<file path="src/rtl/hazard_ctrl.sv">
// Stall/flush sequencer for the 5-stage RV32I pipeline: load-use, redirect and dmem-wait hazards.
// Controls act in the same cycle; the dmem wait FSM, timeout flag and perf counters are registered.
module hazard_ctrl #(
  parameter int CNT_W    = 32,
  parameter int MAX_WAIT = 16
) (
  input  logic             clk,
  input  logic             rst_n,
  input  logic [31:0]      id_inst,
  input  logic             id_valid,
  input  logic             ex_is_load,
  input  logic [4:0]       ex_rd,
  input  logic             ex_redirect,
  input  logic             mem_req,
  input  logic             mem_ready,
  output logic             pc_stall,
  output logic             ifid_stall,
  output logic             ifid_flush,
  output logic             idex_stall,
  output logic             idex_flush,
  output logic             exmem_stall,
  output logic             memwb_bubble,
  output logic             mem_timeout,
  output logic [CNT_W-1:0] stall_cnt,
  output logic [CNT_W-1:0] flush_cnt
);

  typedef enum logic {RUN, MEM_WAIT} state_t;

  localparam logic [4:0] OPC_LUI    = 5'b01101;
  localparam logic [4:0] OPC_AUIPC  = 5'b00101;
  localparam logic [4:0] OPC_JAL    = 5'b11011;
  localparam logic [4:0] OPC_BRANCH = 5'b11000;
  localparam logic [4:0] OPC_STORE  = 5'b01000;
  localparam logic [4:0] OPC_OP     = 5'b01100;
  localparam logic [7:0] WAIT_LIM   = 8'(MAX_WAIT);

  state_t     state;
  logic [7:0] wait_cnt;

  logic [4:0] opc, rs1, rs2;
  logic       use_rs1, use_rs2, load_use, mem_hold;
  logic       pc_s, ifid_s, ifid_f, idex_s, idex_f, exmem_s, memwb_b;

  assign opc = id_inst[6:2];
  assign rs1 = id_inst[19:15];
  assign rs2 = id_inst[24:20];

  assign use_rs1  = !(opc == OPC_LUI || opc == OPC_AUIPC || opc == OPC_JAL);
  assign use_rs2  = (opc == OPC_BRANCH || opc == OPC_STORE || opc == OPC_OP);
  assign load_use = id_valid && ex_is_load && (ex_rd != 5'd0) &&
                    ((use_rs1 && rs1 == ex_rd) || (use_rs2 && rs2 == ex_rd));

  // A ready beat in MEM_WAIT releases the pipe and falls through to the RUN priorities.
  assign mem_hold = (state == MEM_WAIT) ? !mem_ready : (mem_req && !mem_ready);

  always_comb begin
    pc_s    = 1'b0;
    ifid_s  = 1'b0;
    ifid_f  = 1'b0;
    idex_s  = 1'b0;
    idex_f  = 1'b0;
    exmem_s = 1'b0;
    memwb_b = 1'b0;
    if (mem_hold) begin
      pc_s    = 1'b1;
      ifid_s  = 1'b1;
      idex_s  = 1'b1;
      exmem_s = 1'b1;
      memwb_b = 1'b1;
    end else if (ex_redirect) begin
      ifid_f = 1'b1;
      idex_f = 1'b1;
    end else if (load_use) begin
      pc_s   = 1'b1;
      ifid_s = 1'b1;
      idex_f = 1'b1;
    end
  end

  // Gate with rst_n so every control is quiet while reset is held, whatever the inputs do.
  assign pc_stall     = rst_n & pc_s;
  assign ifid_stall   = rst_n & ifid_s;
  assign ifid_flush   = rst_n & ifid_f;
  assign idex_stall   = rst_n & idex_s;
  assign idex_flush   = rst_n & idex_f;
  assign exmem_stall  = rst_n & exmem_s;
  assign memwb_bubble = rst_n & memwb_b;

  always_ff @(posedge clk or negedge rst_n) begin
    if (!rst_n) begin
      state       <= RUN;
      wait_cnt    <= 8'd0;
      mem_timeout <= 1'b0;
      stall_cnt   <= '0;
      flush_cnt   <= '0;
    end else begin
      if (pc_s && stall_cnt != '1) stall_cnt <= stall_cnt + 1'b1;
      if (ifid_f && flush_cnt != '1) flush_cnt <= flush_cnt + 1'b1;
      case (state)
        RUN: begin
          if (mem_hold) begin
            state    <= MEM_WAIT;
            wait_cnt <= 8'd0;
          end
        end
        MEM_WAIT: begin
          if (mem_ready) begin
            state <= RUN;
          end else begin
            if (wait_cnt != 8'hff) wait_cnt <= wait_cnt + 8'd1;
            if (wait_cnt + 8'd1 == WAIT_LIM) mem_timeout <= 1'b1;
          end
        end
        default: state <= RUN;
      endcase
    end
  end

endmodule
</file>
<file path="config.mk">
export PLATFORM = sky130hd
export DESIGN_NAME = hazard_ctrl
export DESIGN_NICKNAME = d
export VERILOG_FILES = /design/src/rtl/hazard_ctrl.sv
export SDC_FILE = /design/constraint.sdc
export NUM_CORES = 1
export LEC_CHECK = 0
export ABC_CLOCK_PERIOD_IN_PS = 5500
export BUFFER_PORTS_ARGS = -buffer_cell sky130_fd_sc_hd__clkbuf_2
export CORE_MARGIN = 1
export CORE_UTILIZATION = 56
export DETAILED_ROUTE_END_ITERATION = 10
export PLACE_DENSITY = 0.95
export SETUP_SLACK_MARGIN = 0.05
export SYNTH_ARGS = -nofsm -noshare
export SYNTH_HDL_FRONTEND = slang
export SYNTH_SLANG_ARGS = --single-unit
</file>
<file path="constraint.sdc">
create_clock -name clk -period 5.5 [get_ports clk]
set_input_delay 0.275 -clock clk [delete_from_list [all_inputs] [get_ports clk]]
set_output_delay 0.275 -clock clk [all_outputs]
set_load 0.005 [all_outputs]
</file>
==> impl_metrics.toml <==
[run_status]
status = "finished, final reports clean"

[timing]
setup_tns_ns = 0
setup_viol = 0
layout_setup_ws_ns = 2.99
maxSlewHeadroom = 0.356
tightest_slew_ns = 0.966
rsz0062_at_grt = "false"
fin_crit_sh = 0.456
min_period_ns = 2.51
hold_viol_final = 0
fmax_mhz = 398
slew_violations = 0
finalClockSkew_ns = 0.0103

[critical_path]
reg2regPathDepth = 6
cp_max_fo = 7
crit_path_frequent_cell = "nand2_1"
path_cells = "o21bai_1 > and2_1 > nand2_1 > nor3_1 > nand2_1 > xnor2_1"
worst-setup-path-type = "flip-flop to flip-flop"
cp.arrival_ns = 2.73
critPathLaunchType = "flip-flop"
cp-end-kind = "flip-flop"
crit_required_ns = 5.72
cp_slowest_stage_delay_ns = 0.65
cpMaxStageDelayCell = "nor3_1"

[final_layout]
syn_to_final_growth_pct = 18.6
multi_input_area_um2 = 1940
diodes = 0
final_cells = 570
finalCoreUtilization = 0.706
num-nets-final = 535
seq_area_um2 = 1850
fillers = 476
drive_above_1_share = 0.260

[clock_network]
cts.clk_slew.worst_paths_ns = 0.08
cts_buffers = 9
cts_resized = 0
clock_path_buffers = 2
clk-insertion-delay-late_ns = 0.34
postCtsHoldBufs = 0
cts_tree = "yes"
clkSinkCount = 74
htree_levels = 3
cts-root-buf = "clkbuf_8"
cts_setup_buffers = 0

[detailed_routing]
vias = 3360
ant_nets = 0
drt_iter0_drc = 174
routed_wl_um = 8690
remaining_drc_errors = 0
vias_per_cell = 5.89
dr.pass1.iters = 4
wire_per_inst_um = 15.3

[power_and_ir_drop]
p_per_area_nw_per_um2 = 287
leakage_uw = 0.00220
finalPower_uw = 1320
ir_drop_v = 0.000204

[logic_synthesis]
synthTopCellsByArea = "dfrtp_1 (48%), xor2_1 (9.1%), xnor2_1 (8.4%)"
ys_types = 50
synth_area_um2 = 3870
syn_nets = 433
postSynthAreaPerCell_um2 = 10.0
synth_flop_cell = "dfrtp_1"
synthCells = 386
ys_ff_latch = 74
synthArstFlopShare = 1.00
ys_warn_count = 0
synth.largest_area_cell = "dfrtp_1"
yosysTopAreaCellShare = 0.479
synth-edff-count = 0
seq_area_frac_synth = 0.479

[global_routing]
track_usage = 0.259
grt_start_max_net_pins = 46
grt_use_met2 = 0.440
grt.overflow.total = 0
antenna_found_initial = 0
grtUsageMet3 = 0.0311
grt-busiest-layer = "met2"
grtUsageMet1 = 0.335
grt_pass1_vias = 3365
grt_pass1_wl_um = 15000

[floorplan]
dieArea_um2 = 7240
num_io_pins = 116
die_h_um = 85.1
placementRows = 29
start_util = 0.595
die_x_um = 85.1
core_um2 = 6490

[place]
dpl.hpwl_um = 6520
gp_congestion = 0.847
port_buffers = 98
dp_cells = 554
preCtsSetupSlack_ns = 2.86

[hold_path]
worstHoldPathType = "primary input to asynchronous set/reset pin"

[flow_run]
maxCapViolations = 0
metal layers:
metal | vias to the layer above | share of wire
li1 | 1570 | -
met1 | 1654 | 0.42
met2 | 124 | 0.52
met3 | 12 | 0.044
met4 | 0 | 0.017
met5 | - | 0
flip-flops by register name (all words and copies together), names as in the netlist:
| name | flops |
|---|---|
| mem_timeout | 1 |
| stall_cnt | 32 |
| state | 1 |
| wait_cnt | 8 |
| flush_cnt | 32 |
logic make-up (layout without fill, tap and decap cells):
group / after synthesis / count (layout) / share of synthesized area
XOR/XNOR: 77 / 77 / 0.174
buffers and inverters: 17 / 124 / 0.0204
AO/OA/AOI/OAI: 26 / 26 / 0.0524
adder cells (fa/ha/maj): 3 / 3 / 0.00971
multiplexers: 3 / 3 / 0.00873
flip-flops: 74 / 74 / 0.479
AND/OR/NAND/NOR: 186 / 186 / 0.256
layout make-up:
class | instances | share of cell area
clock inverters | 5 | 0.00654
multi-input cells | 295 | 0.422
inverters | 9 | 0.00736
well taps | 77 | 0.0210
flip-flops and latches | 74 | 0.404
repair buffers | 99 | 0.109
clock buffers | 11 | 0.0308
cells in the final DEF (no fill, tap or decap), types with 10 or more instances in the layout:
| cell | Yosys | layout |
|---|---|---|
| nor3_1 | 24 | 24 |
| clkbuf_2 | 0 | 97 |
| nand4_1 | 21 | 21 |
| xor2_1 | 40 | 40 |
| clkbuf_8 | 0 | 10 |
| nand3_1 | 32 | 32 |
| nor2_1 | 31 | 31 |
| xnor2_1 | 37 | 37 |
| dfrtp_1 | 74 | 74 |
| nand2_1 | 30 | 30 |
Yosys cell counts (2+ instances only):
cell type,instances
dfrtp_1,74
clkbuf_1,2
nor2_1,31
nor3b_1,3
nand2b_1,2
xnor2_1,37
o21ai_0,7
buf_2,3
o311ai_2,2
or2_2,3
inv_1,9
or4_1,4
xor2_1,40
nor3_1,24
buf_4,3
nand3_1,32
nand4_1,21
and4_1,4
mux2_2,2
nand3_2,2
and3_1,9
nand2_1,30
and2_1,5
nor4_1,6
a21oi_1,2
or3_1,3
ha_1,3
stage by stage:
| step | hold WS [ns] | area [um2] |
|---|---|---|
| floorplan | -0.0206 | 3870 |
| global placement | 0.451 | 4420 |
| detailed placement | 0.456 | 4420 |
| CTS | 0.108 | 4590 |
| global route | 0.160 | 4590 |
| finish | 0.0861 | 4590 |
critical path: cells and delay by family, from the launching register on:
kind | cells | cell delay (ns)
simple gates | 4 | 1.24
compound gates | 1 | 0.55
flops | 1 | 0.43
xor+xnor | 1 | 0.17
power by group:
part / internal (uW) / switching (uW)
logic: 119 / 120
clock network: 174 / 196
registers: 612 / 95.8
total: 905 / 412
final timing paths:
kind / start / to / slack (ns)
setup reg to reg: state / flush_cnt[19] / 2.99
hold / removal: rst_n / flush_cnt[26] / 0.09
hold reg to reg: mem_timeout / mem_timeout / 0.47
setup / recovery: state / flush_cnt[19] / 2.99
min in group clk: mem_req / wait_cnt[6] / 0.30
max in group asynchronous: rst_n / flush_cnt[12] / 4.42
(Power assumes the default switching activity.)
